<file path="src/rtl/ahb_slave_if_if.sv">
// AHB-Lite slave bus bundle: AHB address/data phase inputs plus the pipelined
// request that the bridge front end hands to the APB controller.
interface ahb_slave_if_if #(
    parameter int ADDR_W = 32,
    parameter int DATA_W = 32
);
    logic              Hwrite;
    logic              Hreadyin;
    logic [1:0]        Htrans;
    logic [2:0]        Hsize;
    logic [2:0]        Hburst;
    logic [ADDR_W-1:0] Haddr;
    logic [DATA_W-1:0] Hwdata;
    logic              apb_ready;

    logic              valid;
    logic [ADDR_W-1:0] Haddr1;
    logic [ADDR_W-1:0] Haddr2;
    logic [DATA_W-1:0] Hwdata1;
    logic [DATA_W-1:0] Hwdata2;
    logic              Hwritereg;
    logic              Hwritereg1;
    logic [2:0]        tempselx;
    logic              Hreadyout;
    logic [1:0]        Hresp;
    logic              burst_err;

    modport slave (
        input  Hwrite, Hreadyin, Htrans, Hsize, Hburst, Haddr, Hwdata, apb_ready,
        output valid, Haddr1, Haddr2, Hwdata1, Hwdata2, Hwritereg, Hwritereg1,
               tempselx, Hreadyout, Hresp, burst_err
    );

    modport master (
        output Hwrite, Hreadyin, Htrans, Hsize, Hburst, Haddr, Hwdata, apb_ready,
        input  valid, Haddr1, Haddr2, Hwdata1, Hwdata2, Hwritereg, Hwritereg1,
               tempselx, Hreadyout, Hresp, burst_err
    );
endinterface

</file>
<file path="src/rtl/ahb_slave_if.sv">
// AHB-Lite slave front end of the AHB-to-APB bridge: address/data pipeline,
// peripheral decode, two-cycle ERROR response and burst sequence checking.
module ahb_slave_if #(
    parameter int ADDR_W = 32,
    parameter int DATA_W = 32
) (
    input  logic           Hclk,
    input  logic           Hreset,
    ahb_slave_if_if.slave  bus
);
    localparam logic [1:0] TR_IDLE   = 2'b00;
    localparam logic [1:0] TR_NONSEQ = 2'b10;
    localparam logic [1:0] TR_SEQ    = 2'b11;

    typedef enum logic [1:0] {
        S_OKAY = 2'd0,
        S_ERR1 = 2'd1,
        S_ERR2 = 2'd2
    } resp_state_e;

    resp_state_e r_state, w_state_nxt;

    logic              w_hreadyout;
    logic [1:0]        w_hresp;
    logic              w_xfer;
    logic              w_accept;
    logic              w_ok;
    logic [2:0]        w_sel;

    logic              r_valid;
    logic              r_dphase;
    logic [ADDR_W-1:0] r_haddr1, r_haddr2;
    logic [DATA_W-1:0] r_hwdata1, r_hwdata2;
    logic              r_hwrite1, r_hwrite2;
    logic [2:0]        r_sel;

    logic              r_in_burst;
    logic              r_fixed;
    logic              r_wrap;
    logic [4:0]        r_beats_left;
    logic [ADDR_W-1:0] r_exp_addr;
    logic [ADDR_W-1:0] r_incr;
    logic [ADDR_W-1:0] r_mask;
    logic              r_burst_err;

    logic [4:0]        w_beats_m1;
    logic [5:0]        w_len;
    logic [ADDR_W-1:0] w_incr;
    logic [ADDR_W-1:0] w_mask;
    logic              w_is_wrap;
    logic              w_seq_err;

    // Only the low, boundary-aligned bits wrap; upper address bits are held.
    function automatic logic [ADDR_W-1:0] f_next(
        input logic [ADDR_W-1:0] a,
        input logic [ADDR_W-1:0] incr,
        input logic [ADDR_W-1:0] mask,
        input logic              wrap
    );
        logic [ADDR_W-1:0] s;
        s = a + incr;
        return wrap ? ((a & ~mask) | (s & mask)) : s;
    endfunction

    // Hreadyout in OKAY equals apb_ready, so the transfer qualifier avoids a comb loop.
    assign w_xfer   = (r_state == S_OKAY) && bus.Hreadyin && bus.apb_ready;
    assign w_accept = w_xfer && bus.Htrans[1];
    assign w_ok     = (w_sel != 3'b000) && (bus.Hsize <= 3'd2);

    always_comb begin
        w_sel = 3'b000;
        case (bus.Haddr[ADDR_W-1 -: 6])
            6'b100000: w_sel = 3'b001;
            6'b100001: w_sel = 3'b010;
            6'b100010: w_sel = 3'b100;
            default:   w_sel = 3'b000;
        endcase
    end

    always_comb begin
        w_state_nxt = r_state;
        w_hreadyout = 1'b1;
        w_hresp     = 2'b00;
        case (r_state)
            S_OKAY: begin
                w_hreadyout = bus.apb_ready;
                if (w_accept && !w_ok)
                    w_state_nxt = S_ERR1;
            end
            S_ERR1: begin
                w_hreadyout = 1'b0;
                w_hresp     = 2'b01;
                w_state_nxt = S_ERR2;
            end
            S_ERR2: begin
                w_hreadyout = 1'b1;
                w_hresp     = 2'b01;
                w_state_nxt = S_OKAY;
            end
            default: w_state_nxt = S_OKAY;
        endcase
    end

    always_ff @(posedge Hclk) begin
        if (Hreset)
            r_state <= S_OKAY;
        else
            r_state <= w_state_nxt;
    end

    always_ff @(posedge Hclk) begin
        if (Hreset) begin
            r_valid   <= 1'b0;
            r_dphase  <= 1'b0;
            r_haddr1  <= '0;
            r_haddr2  <= '0;
            r_hwdata1 <= '0;
            r_hwdata2 <= '0;
            r_hwrite1 <= 1'b0;
            r_hwrite2 <= 1'b0;
            r_sel     <= 3'b000;
        end else if (w_hreadyout) begin
            r_valid  <= w_accept && w_ok;
            r_dphase <= w_accept && w_ok && bus.Hwrite;
            if (w_accept && w_ok) begin
                r_haddr1  <= bus.Haddr;
                r_hwrite1 <= bus.Hwrite;
                r_sel     <= w_sel;
            end
            if (r_dphase)
                r_hwdata1 <= bus.Hwdata;
            r_haddr2  <= r_haddr1;
            r_hwrite2 <= r_hwrite1;
            r_hwdata2 <= r_hwdata1;
        end
    end

    always_comb begin
        w_beats_m1 = 5'd0;
        case (bus.Hburst)
            3'd2, 3'd3: w_beats_m1 = 5'd3;
            3'd4, 3'd5: w_beats_m1 = 5'd7;
            3'd6, 3'd7: w_beats_m1 = 5'd15;
            default:    w_beats_m1 = 5'd0;
        endcase
    end

    assign w_len     = {1'b0, w_beats_m1} + 6'd1;
    assign w_incr    = ADDR_W'(1) << bus.Hsize;
    assign w_mask    = (ADDR_W'(w_len) << bus.Hsize) - ADDR_W'(1);
    assign w_is_wrap = !bus.Hburst[0] && (bus.Hburst != 3'd0);
    assign w_seq_err = !r_in_burst || (bus.Haddr != r_exp_addr) ||
                       (r_fixed && (r_beats_left == 5'd0));

    always_ff @(posedge Hclk) begin
        if (Hreset) begin
            r_in_burst   <= 1'b0;
            r_fixed      <= 1'b0;
            r_wrap       <= 1'b0;
            r_beats_left <= '0;
            r_exp_addr   <= '0;
            r_incr       <= '0;
            r_mask       <= '0;
            r_burst_err  <= 1'b0;
        end else if (w_xfer) begin
            case (bus.Htrans)
                TR_NONSEQ: begin
                    r_in_burst   <= 1'b1;
                    r_fixed      <= (bus.Hburst != 3'd1);
                    r_wrap       <= w_is_wrap;
                    r_beats_left <= w_beats_m1;
                    r_incr       <= w_incr;
                    r_mask       <= w_mask;
                    r_exp_addr   <= f_next(bus.Haddr, w_incr, w_mask, w_is_wrap);
                end
                TR_SEQ: begin
                    if (w_seq_err) begin
                        r_burst_err <= 1'b1;
                    end else begin
                        if (r_fixed)
                            r_beats_left <= r_beats_left - 5'd1;
                        r_exp_addr <= f_next(r_exp_addr, r_incr, r_mask, r_wrap);
                    end
                end
                TR_IDLE: r_in_burst <= 1'b0;
                default: ;
            endcase
        end
    end

    assign bus.valid      = r_valid;
    assign bus.Haddr1     = r_haddr1;
    assign bus.Haddr2     = r_haddr2;
    assign bus.Hwdata1    = r_hwdata1;
    assign bus.Hwdata2    = r_hwdata2;
    assign bus.Hwritereg  = r_hwrite1;
    assign bus.Hwritereg1 = r_hwrite2;
    assign bus.tempselx   = r_sel;
    assign bus.Hreadyout  = w_hreadyout;
    assign bus.Hresp      = w_hresp;
    assign bus.burst_err  = r_burst_err;
endmodule
</file>
<file path="src/flat_wrapper.sv">
// flat-port wrapper written by rule: the top's interface ports become plain ports
module ahb_slave_if_flat 
#(
    parameter int ADDR_W = 32,
    parameter int DATA_W = 32
)
  (Hclk, Hreset, bus_Hwrite, bus_Hreadyin, bus_Htrans, bus_Hsize, bus_Hburst, bus_Haddr, bus_Hwdata, bus_apb_ready, bus_valid, bus_Haddr1, bus_Haddr2, bus_Hwdata1, bus_Hwdata2, bus_Hwritereg, bus_Hwritereg1, bus_tempselx, bus_Hreadyout, bus_Hresp, bus_burst_err);
  ahb_slave_if_if #(.ADDR_W(ADDR_W), .DATA_W(DATA_W)) bus_i ();
  input  logic Hclk;
  input  logic Hreset;
  input wire logic [$bits(bus_i.Hwrite)-1:0] bus_Hwrite;
  input wire logic [$bits(bus_i.Hreadyin)-1:0] bus_Hreadyin;
  input wire logic [$bits(bus_i.Htrans)-1:0] bus_Htrans;
  input wire logic [$bits(bus_i.Hsize)-1:0] bus_Hsize;
  input wire logic [$bits(bus_i.Hburst)-1:0] bus_Hburst;
  input wire logic [$bits(bus_i.Haddr)-1:0] bus_Haddr;
  input wire logic [$bits(bus_i.Hwdata)-1:0] bus_Hwdata;
  input wire logic [$bits(bus_i.apb_ready)-1:0] bus_apb_ready;
  output wire logic [$bits(bus_i.valid)-1:0] bus_valid;
  output wire logic [$bits(bus_i.Haddr1)-1:0] bus_Haddr1;
  output wire logic [$bits(bus_i.Haddr2)-1:0] bus_Haddr2;
  output wire logic [$bits(bus_i.Hwdata1)-1:0] bus_Hwdata1;
  output wire logic [$bits(bus_i.Hwdata2)-1:0] bus_Hwdata2;
  output wire logic [$bits(bus_i.Hwritereg)-1:0] bus_Hwritereg;
  output wire logic [$bits(bus_i.Hwritereg1)-1:0] bus_Hwritereg1;
  output wire logic [$bits(bus_i.tempselx)-1:0] bus_tempselx;
  output wire logic [$bits(bus_i.Hreadyout)-1:0] bus_Hreadyout;
  output wire logic [$bits(bus_i.Hresp)-1:0] bus_Hresp;
  output wire logic [$bits(bus_i.burst_err)-1:0] bus_burst_err;
  assign bus_i.Hwrite = bus_Hwrite;
  assign bus_i.Hreadyin = bus_Hreadyin;
  assign bus_i.Htrans = bus_Htrans;
  assign bus_i.Hsize = bus_Hsize;
  assign bus_i.Hburst = bus_Hburst;
  assign bus_i.Haddr = bus_Haddr;
  assign bus_i.Hwdata = bus_Hwdata;
  assign bus_i.apb_ready = bus_apb_ready;
  assign bus_valid = bus_i.valid;
  assign bus_Haddr1 = bus_i.Haddr1;
  assign bus_Haddr2 = bus_i.Haddr2;
  assign bus_Hwdata1 = bus_i.Hwdata1;
  assign bus_Hwdata2 = bus_i.Hwdata2;
  assign bus_Hwritereg = bus_i.Hwritereg;
  assign bus_Hwritereg1 = bus_i.Hwritereg1;
  assign bus_tempselx = bus_i.tempselx;
  assign bus_Hreadyout = bus_i.Hreadyout;
  assign bus_Hresp = bus_i.Hresp;
  assign bus_burst_err = bus_i.burst_err;
  ahb_slave_if #(.ADDR_W(ADDR_W), .DATA_W(DATA_W)) u_core (.Hclk(Hclk), .Hreset(Hreset), .bus(bus_i));
endmodule
</file>
<file path="config.mk">
export PLATFORM = sky130hd
export DESIGN_NAME = ahb_slave_if_flat
export DESIGN_NICKNAME = d
export VERILOG_FILES = /design/src/rtl/ahb_slave_if_if.sv /design/src/rtl/ahb_slave_if.sv /design/src/flat_wrapper.sv
export SDC_FILE = /design/constraint.sdc
export NUM_CORES = 1
export LEC_CHECK = 0
export ABC_AREA = 1
export CORE_ASPECT_RATIO = 0.6
export CORE_MARGIN = 2
export CORE_UTILIZATION = 45
export DETAILED_ROUTE_END_ITERATION = 8
export PLACE_DENSITY = 0.78
export SYNTH_ARGS = -nofsm -noshare
export SYNTH_HDL_FRONTEND = slang
export SYNTH_SLANG_ARGS = --single-unit
</file>
<file path="constraint.sdc">
create_clock -name Hclk -period 6.8 [get_ports Hclk]
set_input_delay 1.36 -clock Hclk [delete_from_list [all_inputs] [get_ports Hclk]]
set_output_delay 1.36 -clock Hclk [all_outputs]
set_load 0.02 [all_outputs]
</file>
* Yosys cells after proc, flatten, opt, wreduce, memory -nomap -nowiden
Cells that the tools add are included.
** Cells by class
- $lt $le $gt $ge :: 1
- Add/sub/neg operators :: 5
- Shift operators :: 2
- Reduce and logical (&&, ||, !) cells :: 32
- Mux-type cells :: 14
- Bitwise gates (word level) :: 8
- Equal/unequal tests :: 18
** Operators with widths (count)
- bitwise AND 32 bit :: 4
- two-way mux 32 bit :: 3
- adder 32 bit :: 2
- NOT 32 bit :: 2
- OR 32 bit :: 2
- case mux 32 bit (2 select lines) :: 1
- != test 32 bit :: 1
- left shift 1 x 3 -> 32 bit (first input constant) :: 1
- left shift 6 x 3 -> 32 bit :: 1
- subtractor 32 x 1 -> 32 bit (second input constant) :: 1
- == test 6 bit (second input constant) :: 3
- == test 3 bit (second input constant) :: 4
- case mux 4 bit (3 select lines) :: 1
- two-way mux 5 bit :: 2
- case mux 5 bit (2 select lines) :: 1
- logical AND 1 bit :: 9
- case mux 3 bit (3 select lines) :: 1
- AND reduction 2 bit :: 4
- OR reduction 2 bit :: 4
- == test 2 bit (second input constant) :: 3
- == test 3 x 2 -> 1 bit (second input constant) :: 2
- AND reduction 3 bit :: 2
- nonzero test 3 bit :: 2
- adder 4 x 1 -> 5 bit (second input constant) :: 1
- other kinds (16) :: 23
** Word-level totals
- Word-level logic and storage cells :: 98
- Bits of input ports :: 77
- Register bits after elaboration :: 242
- Output and inout port bits :: 138

* Depth between registers and ports, before layout
Gate-level depths: netlist of the first run.
- Depth in word-level cells :: 11
- Depth in mapped cells :: 17
- Mapped depth without buffers :: 17

* Worst setup path before layout of the first run
OpenSTA, ideal clock, no wires.
- Path kind :: input-to-output
- Start point :: input port bus_apb_ready
- End point :: output port bus_Hreadyout
- Data arrival time :: 2.313 ns
- Buffers on the path :: 2
- Data required time :: 5.440 ns
- Cell stages on the path :: 4
- Path slack :: 3.127 ns
- Cells stage by stage :: nand2_1 > o21ai_1 > clkbuf_1 > clkbuf_1
** Between the ends
- Longest elaborated chain between the ends :: 1
** Ends and longest elaborated chain
- start, declared :: line flat_wrapper.sv:18 : input wire logic [$bits(bus_i.apb_ready)-1:0] bus_apb_ready;
- case mux 1 bit (2 select lines) :: line ahb_slave_if.sv:84 : case (r_state)
- end, declared :: line flat_wrapper.sv:27 : output wire logic [$bits(bus_i.Hreadyout)-1:0] bus_Hreadyout;
No other way between the ends.

==> results.sh, run 1 <==
export IMPL_cts_made_buffers=21
export IMPL_grt_pass1_wl_um=60000
export IMPL_buffers_inserted_during_post_cts_setup_optimization=0
export IMPL_flow_area_growth_from_synthesis_pct=26.7
export IMPL_report_final_slew_viol_count=0
export IMPL_netlist_top_cells_area="sky130_fd_sc_hd__dfxtp_1 38%, sky130_fd_sc_hd__nand2_1 12%, sky130_fd_sc_hd__nor2_1 9.5%"
export IMPL_totalNegativeSetupSlack_ns=0
export IMPL_wire_length_after_detailed_routing_um=39200
export IMPL_clk_root_buffer_cell="sky130_fd_sc_hd__clkbuf_16"
export IMPL_worstHoldStart="u_core.bus.tempselx[2]"
export IMPL_combinationalPowerShare_pct=24.6
export IMPL_dr_first_iter_drc_count=1496
export IMPL_critPathLaunchType="primary input"
export IMPL_final_setup_skew_ns=0.0168
export IMPL_post_place_cells=2145
export IMPL_synth_fp_nets=1781
export IMPL_cts_buffer_depth=3
export IMPL_die_width_um=206
export IMPL_clock_tree_from_tritoncts="done"
export IMPL_r2r_start="u_core.r_state[0]"
export IMPL_final_min_clock_period_ns=4.36
export IMPL_worst_slew_margin_relative_to_its_limit_pct=21.7
export IMPL_worst_hold_path_num_cells=2
export IMPL_hold_violations=0
export IMPL_globalRouteTotalUtil_pct=29.8
export IMPL_cp_data_required_time_ns=7.20
export IMPL_post_route_cells_drive_above_1_share_pct=3.39
export IMPL_rows=44
export IMPL_cap_violations=0
export IMPL_yosysTopAreaCell="sky130_fd_sc_hd__dfxtp_1"
export IMPL_synthCells=1680
export IMPL_crit_path_end_kind="flop"
export IMPL_tightestPinTransition_ns=1.17
export IMPL_p_per_area_mw_per_mm2=243
export IMPL_remaining_drc_errors=0
export IMPL_endpoint_arrival_time_on_the_critical_path_ns=4.76
export IMPL_seqPwrFrac_pct=41.1
export IMPL_run_status="completed"
export IMPL_grt_max_degree=91
export IMPL_clkSinkCount=209
export IMPL_max_clock_freq_mhz=229
export IMPL_internal_power_mw=2.31
export IMPL_setup_worst_path_class="in2reg"
export IMPL_synthesis_area_per_instance_um2=6.55
export IMPL_edff_count_synth=0
export IMPL_dieArea_mm2=0.0258
export IMPL_synth_flop_cell="sky130_fd_sc_hd__dfxtp_1"
export IMPL_port_buffers=213
export IMPL_power_share_switching_pct=31.7
export IMPL_design_core_area_mm2=0.0241
export IMPL_cts_htree_levels=1
export IMPL_synth_top_area_share_pct=38.0
export IMPL_clock_pin_slew_worst_setup_and_hold_paths_ns=0.06
export IMPL_clk_insertion_delay_late_ns=0.51
export IMPL_cpLargestDelayFamily="simple AND/OR/NAND/NOR gates"
export IMPL_grt_setup_unrepaired="no"
export IMPL_timing_critical_path_slowest_stage_cell="sky130_fd_sc_hd__clkdlybuf4s50_1"
export IMPL_reg2reg_depth=7
export IMPL_timing_critical_path_fanout_max=12
export IMPL_fp_dieH_um=125
export IMPL_diodes=0
export IMPL_grt_antenna_before_repair=0
export IMPL_detail_route_first_pass_iterations=8
export IMPL_initial_core_util_pct=45.6
export IMPL_floorplan_io_pins=215
export IMPL_final_setup_viol_count=0
export IMPL_share_clk_of_total_power_pct=34.2
export IMPL_hpwlAfterDp_um=28900
export IMPL_synthDistinctLibCells=47
export IMPL_stdcell_count=2180
export IMPL_worst_case_vdd_ir_drop_uv=172
export IMPL_source_of_the_critical_timing_path="bus_Hsize[1]"
export IMPL_place_congestion=1.02
export IMPL_timing_critical_path_cells="clkdlybuf4s50_1 -> inv_1 -> nand2_1 -> nor2_1 -> inv_1 -> fa_1 -> nand3b_1 -> nand2_1 -> nand3_1 -> nand2_1 -> nand3_1 -> nor2_1 -> nand2_1 -> o21ai_0 -> nor2_1 -> nor3_1 -> nor2_1"
export IMPL_count_of_hold_buffers_inserted_by_post_cts_repair=0
export IMPL_grt_pass1_vias=10600
export IMPL_yosys_register_bits=209
export IMPL_ctsResizeCount=0
export IMPL_syn_cell_area_mm2=0.0110
export IMPL_final_nets=1947
export IMPL_stages_on_worst_setup_path=17
export IMPL_hold_path_class="reg2reg"
export IMPL_yosys_warnings=0
export IMPL_synth_async_reset_ratio_pct=0
export IMPL_antenna_left=0
export IMPL_max_stage_delay_ns=0.61
export IMPL_grt_ovfl_total=0
export IMPL_vias_after_detailed_routing=11900
export IMPL_cellLeakagePower_nw=5.64
export IMPL_total_switching_power_mw=1.07
export IMPL_cp_buffers_inverters=3
export IMPL_route_detailed_wl_per_inst_um=18.0
export IMPL_yosysSeqAreaShare_pct=38.0
export IMPL_post_route_period_util_pct=64.1
export IMPL_drt_vias_per_instance=5.46
==> worst min-delay path, stage by stage, from the launching register on <==
cell and delay, ns:
sky130_fd_sc_hd__dfxtp_1 0.31, sky130_fd_sc_hd__inv_1 0.05, sky130_fd_sc_hd__a21oi_1 0.05
==> power by group through the flow <==
stage	clock [mW]	combinational, mW	sequential, mW
floorplan	0	0.363	1.51
global placement	0	0.813	1.41
finish	1.16	0.834	1.39
detailed placement	0	0.822	1.42
CTS	1.17	0.827	1.39
global route	1.22	0.909	1.40
==> cell type report <==
class                           instances  area, µm²
Clock buffer                           31        613
Clock inverter                          4       51.3
Fill cell                            2253      10200
Inverter                              178        671
Multi-Input combinational cell       1216       5830
Sequential cell                       209       4180
Tap cell                              322        403
Timing Repair Buffer                  220       2180
==> synth_stat cells, types with 2 or more instances <==
master / count
sky130_fd_sc_hd__o211ai_1: 5
sky130_fd_sc_hd__nand2_2: 3
sky130_fd_sc_hd__nand3_1: 102
sky130_fd_sc_hd__clkinv_1: 2
sky130_fd_sc_hd__o21ai_1: 5
sky130_fd_sc_hd__buf_2: 6
sky130_fd_sc_hd__buf_1: 9
sky130_fd_sc_hd__xnor2_1: 6
sky130_fd_sc_hd__nor3_2: 2
sky130_fd_sc_hd__nor2_4: 4
sky130_fd_sc_hd__nand3_2: 3
sky130_fd_sc_hd__nor4_1: 4
sky130_fd_sc_hd__clkbuf_2: 3
sky130_fd_sc_hd__clkbuf_1: 53
sky130_fd_sc_hd__a21oi_1: 131
sky130_fd_sc_hd__xor2_1: 29
sky130_fd_sc_hd__nor2_1: 279
sky130_fd_sc_hd__nand3b_1: 4
sky130_fd_sc_hd__o22ai_1: 16
sky130_fd_sc_hd__nand2_1: 345
sky130_fd_sc_hd__inv_2: 7
sky130_fd_sc_hd__nand4_1: 21
sky130_fd_sc_hd__buf_4: 4
sky130_fd_sc_hd__fa_1: 2
sky130_fd_sc_hd__ha_1: 22
sky130_fd_sc_hd__dfxtp_1: 209
sky130_fd_sc_hd__inv_1: 169
sky130_fd_sc_hd__o21ai_0: 176
sky130_fd_sc_hd__nor3_1: 41
==> cell families after synthesis <==
| kind of cell | Yosys count | share of synthesized area, % |
|---|---|---|
| flip-flops | 209 | 38.0 |
| AND/OR/NAND/NOR | 812 | 30.8 |
| adder cells (fa/ha/maj) | 24 | 2.87 |
| other | 1 | 0.0341 |
| buffers and inverters | 255 | 9.11 |
| AO/OA/AOI/OAI | 343 | 16.2 |
| XOR/XNOR | 36 | 2.93 |
==> metal layers <==
metal / share of wire [%] / global-route usage (%)
met5: 0 / 0
met4: 1.4 / 4.92
met3: 13 / 10.2
met2: 38 / 39.2
met1: 48 / 46.5
==> worst paths after layout <==
| check | slack (ns) | end |
|---|---|---|
| setup / recovery | 2.44 | flop |
| hold / removal | 0.45 | u_core.bus.tempselx[2] |
| setup reg to reg | 3.29 | u_core.bus.Hwdata2[24] |
| hold reg to reg | 0.45 | u_core.bus.tempselx[2] |
==> cell usage in the layout (no fill, tap or decap), types with 2 or more instances in the layout <==
| cell type | synthesis | routed |
|---|---|---|
| sky130_fd_sc_hd__clkinv_1 | 2 | 2 |
| sky130_fd_sc_hd__buf_4 | 4 | 7 |
| sky130_fd_sc_hd__nand3b_1 | 4 | 4 |
| sky130_fd_sc_hd__o21ai_1 | 5 | 4 |
| sky130_fd_sc_hd__dfxtp_1 | 209 | 209 |
| sky130_fd_sc_hd__ha_1 | 22 | 22 |
| sky130_fd_sc_hd__nor3_2 | 2 | 2 |
| sky130_fd_sc_hd__xor2_1 | 29 | 29 |
| sky130_fd_sc_hd__nor3_1 | 41 | 41 |
| sky130_fd_sc_hd__nand4_1 | 21 | 21 |
| sky130_fd_sc_hd__clkdlybuf4s50_1 | 0 | 213 |
| sky130_fd_sc_hd__nand3_1 | 102 | 102 |
| sky130_fd_sc_hd__fa_1 | 2 | 2 |
| sky130_fd_sc_hd__nor2_1 | 279 | 279 |
| sky130_fd_sc_hd__nor2_4 | 4 | 4 |
| sky130_fd_sc_hd__clkbuf_16 | 0 | 21 |
| sky130_fd_sc_hd__xnor2_1 | 6 | 6 |
| sky130_fd_sc_hd__clkbuf_8 | 0 | 5 |
| sky130_fd_sc_hd__nor4_1 | 4 | 4 |
| sky130_fd_sc_hd__clkinv_2 | 0 | 2 |
| sky130_fd_sc_hd__inv_1 | 169 | 168 |
| sky130_fd_sc_hd__a21oi_1 | 131 | 131 |
| sky130_fd_sc_hd__nand2_1 | 345 | 344 |
| sky130_fd_sc_hd__nand3_2 | 3 | 3 |
| sky130_fd_sc_hd__nand2_2 | 3 | 4 |
| sky130_fd_sc_hd__o211ai_1 | 5 | 5 |
| sky130_fd_sc_hd__inv_2 | 7 | 7 |
| sky130_fd_sc_hd__o22ai_1 | 16 | 16 |
| sky130_fd_sc_hd__clkbuf_1 | 53 | 5 |
| sky130_fd_sc_hd__o21ai_0 | 176 | 176 |
==> metrics by stage <==
step / utilization [%] / power (mW) / setup WS, ns / hold slack (ns) / cell area [µm²]
6_report: 57.8 / 3.38 / 2.44 / 0.452 / 13900
2_1_floorplan: - / 1.87 / 3.13 / 0.409 / 11000
5_1_grt: 57.8 / 3.54 / 2.22 / 0.474 / 13900
3_5_place_dp: 55.0 / 2.24 / 2.04 / 0.439 / 13300
4_1_cts: 57.8 / 3.39 / 2.52 / 0.451 / 13900
3_3_place_gp: 55.0 / 2.23 / 2.12 / 0.416 / 13300
(Power assumes the default switching activity.)
==> run 2: changes to the inputs <==
--- a/config.mk
+++ b/config.mk
@@ -10,7 +10,7 @@
 export CORE_MARGIN = 2
 export CORE_UTILIZATION = 45
 export DETAILED_ROUTE_END_ITERATION = 8
-export PLACE_DENSITY = 0.78
+export PLACE_DENSITY = 0.81
 export SYNTH_ARGS = -nofsm -noshare
 export SYNTH_HDL_FRONTEND = slang
 export SYNTH_SLANG_ARGS = --single-unit
==> constraint.sdc (replaced) <==
create_clock -name Hclk -period 3.88 [get_ports Hclk]
set_input_delay 0.776 -clock Hclk [delete_from_list [all_inputs] [get_ports Hclk]]
set_output_delay 0.776 -clock Hclk [all_outputs]
set_load 0.02 [all_outputs]
==> run 2 against run 1 <==
Effect of this change:
- global-route usage rose by 0.069 points
- register-to-register slack lost 2.3 ns
- setup slack got worse by 1.9 ns
- sequential power increased by 76%
- sequential cell count unchanged
- clock power grew 87%
- largest cell class unchanged
- highest routed layer unchanged
==> results.sh, run 2 (synthesis results as in run 1) <==
export IMPL_run_status="completed"
export IMPL_holdWs_ns=0.440
export IMPL_detail_route_first_pass_iterations=6
export IMPL_clkSinkCount=209
export IMPL_clock_tree_from_tritoncts="done"
export IMPL_critPathLaunchType="primary input"
export IMPL_cp_data_required_time_ns=4.28
export IMPL_worst_case_vdd_ir_drop_uv=241
export IMPL_final_setup_skew_ns=0.0128
export IMPL_floorplan_io_pins=215
export IMPL_final_min_clock_period_ns=3.33
export IMPL_grt_antenna_before_repair=0
export IMPL_hpwlAfterDp_um=29200
export IMPL_hold_violations=0
export IMPL_power_share_switching_pct=31.5
export IMPL_die_width_um=206
export IMPL_clk_root_buffer_cell="sky130_fd_sc_hd__clkbuf_16"
export IMPL_hold_path_class="reg2reg"
export IMPL_p_per_area_mw_per_mm2=429
export IMPL_dr_first_iter_drc_count=1280
export IMPL_setup_worst_path_class="in2reg"
export IMPL_initial_core_util_pct=45.6
export IMPL_final_setup_viol_count=0
export IMPL_buffers_inserted_during_post_cts_setup_optimization=0
export IMPL_total_switching_power_mw=1.92
export IMPL_grt_pass1_wl_um=60300
export IMPL_drt_vias_per_instance=5.39
export IMPL_fp_dieH_um=125
export IMPL_vias_after_detailed_routing=11900
export IMPL_preCtsSetupSlack_ns=0.100
export IMPL_cts_made_buffers=21
export IMPL_clock_pin_slew_worst_setup_and_hold_paths_ns=0.07
export IMPL_flow_area_growth_from_synthesis_pct=29.1
export IMPL_timing_critical_path_slowest_stage_cell="sky130_fd_sc_hd__clkdlybuf4s50_1"
export IMPL_report_final_slew_viol_count=0
export IMPL_seqPwrFrac_pct=40.0
export IMPL_cellLeakagePower_nw=5.78
export IMPL_endpoint_arrival_time_on_the_critical_path_ns=3.73
export IMPL_antenna_left=0
export IMPL_grt_max_degree=173
export IMPL_most_frequent_standard_cell_in_the_layout_excluding_fill_and_tap_cells="sky130_fd_sc_hd__nand2_1"
export IMPL_diodes=0
export IMPL_totalNegativeSetupSlack_ns=0
export IMPL_layout_setup_ws_ns=0.551
export IMPL_wire_length_after_detailed_routing_um=39000
export IMPL_max_stage_delay_ns=0.56
export IMPL_design_core_area_mm2=0.0241
export IMPL_sequential_cell_area_mm2=0.00418
export IMPL_multi_input_area_mm2=0.00583
export IMPL_internal_power_mw=4.18
export IMPL_place_congestion=0.996
export IMPL_post_route_period_util_pct=85.8
export IMPL_timing_critical_path_fanout_max=8
export IMPL_ctsResizeCount=0
export IMPL_grt_setup_unrepaired="no"
export IMPL_stdcell_count=2203
export IMPL_post_place_cells=2168
export IMPL_final_nets=1970
export IMPL_timing_critical_path_cells="clkdlybuf4s50_1 -> nor3_2 -> ha_1 -> inv_1 -> fa_1 -> nand3b_1 -> nand2_1 -> nand3_1 -> nand2_1 -> nand3_1 -> nor2_1 -> nand2_1 -> o21ai_0 -> nor2_1 -> nor3_1 -> nor2_1"
export IMPL_port_buffers=213
export IMPL_tightestPinTransition_ns=0.983
export IMPL_cap_violations=0
export IMPL_cts_buffer_depth=3
export IMPL_remaining_drc_errors=0
export IMPL_grt_ovfl_total=0
export IMPL_cts_htree_levels=1
export IMPL_layout_common_cells="344 x sky130_fd_sc_hd__nand2_1, 279 x sky130_fd_sc_hd__nor2_1, 213 x sky130_fd_sc_hd__clkdlybuf4s50_1"
export IMPL_rows=44
export IMPL_grt_pass1_vias=10700
export IMPL_worst_slew_margin_relative_to_its_limit_pct=33.8
export IMPL_share_clk_of_total_power_pct=35.7
export IMPL_dieArea_mm2=0.0258
export IMPL_count_of_hold_buffers_inserted_by_post_cts_repair=0
export IMPL_crit_path_end_kind="flop"
export IMPL_n_fill_cell=2223
export IMPL_route_detailed_wl_per_inst_um=17.7
export IMPL_post_route_cells_drive_above_1_share_pct=4.68
export IMPL_combinationalPowerShare_pct=24.3
export IMPL_clk_insertion_delay_late_ns=0.51
export IMPL_max_clock_freq_mhz=300
export IMPL_globalRouteTotalUtil_pct=29.9
[run 2: changes by cell type in the layout (fill, tap and decap cells not counted), sizes merged]
cell      previous run  this run
buf                  7        30
clkinvlp             0         2
clkbuf              31        28
bufinv               1         3
clkinv               4         3
[run 2: final timing paths]
check	from	endpoint	slack, ns	depth (start not counted)
worst max-delay path	bus_Hsize[0]	flop	0.55	16
worst max register to register	flop	flop	1.00	13
worst min-delay path	u_core.r_mask[17]	u_core.r_mask[17]	0.44	2
worst min register to register	u_core.r_mask[17]	u_core.r_mask[17]	0.44	2
[run 2: critical path: cells and delay by family]
family                   cells  cell delay [ns]
AO/OA/AOI/OAI                1             0.16
adder cells (fa/ha/maj)      2             0.59
buffers and inverters        2             0.61
AND/OR/NAND/NOR             11             1.59
[run 2: power by group through the flow]
stage / Combinational, mW / Clock, mW / Sequential, mW
2_1_floorplan: 0.635 / 0 / 2.65
3_3_place_gp: 1.44 / 0 / 2.48
3_5_place_dp: 1.46 / 0 / 2.48
4_1_cts: 1.47 / 2.19 / 2.44
5_1_grt: 1.62 / 2.28 / 2.46
6_report: 1.48 / 2.17 / 2.44
[run 2: cell type report]
| class | instances | share of cell area (%) |
|---|---|---|
| Inverter | 178 | 4.72 |
| Sequential cell | 209 | 29.5 |
| Tap cell | 322 | 2.84 |
| Clock buffer | 28 | 4.17 |
| Timing Repair Buffer | 243 | 16.9 |
| Clock inverter | 7 | 0.837 |
| Multi-Input combinational cell | 1216 | 41.0 |
[run 2: layer usage]
layer / global-route usage [%] / wire [µm] / part of all wire, % / vias to the layer above
met2: 39.7 / 15000 / 38 / 546
met5: 0 / 0 / 0 / -
met1: 46.6 / 19000 / 49 / 5489
li1: - / - / - / 5812
met4: 4.58 / 483 / 1.2 / 0
met3: 9.83 / 4600 / 12 / 38
[run 2: through the flow]
step,cell area (µm²),utilization (%),power [mW]
floorplan,11000,-,3.28
global placement,13500,56.0,3.92
detailed placement,13500,56.0,3.95
CTS,14200,58.9,6.10
global route,14200,58.9,6.36
finish,14200,58.9,6.10
==> run 3: changes to the inputs <==
--- a/config.mk
+++ b/config.mk
@@ -11,6 +11,7 @@
 export CORE_UTILIZATION = 45
 export DETAILED_ROUTE_END_ITERATION = 8
 export PLACE_DENSITY = 0.81
+export SLEW_MARGIN = 20
 export SYNTH_ARGS = -nofsm -noshare
 export SYNTH_HDL_FRONTEND = slang
 export SYNTH_SLANG_ARGS = --single-unit
==> results of run 3 <==
Same layout as run 2: the final DEF is identical, and so are final timing and power.
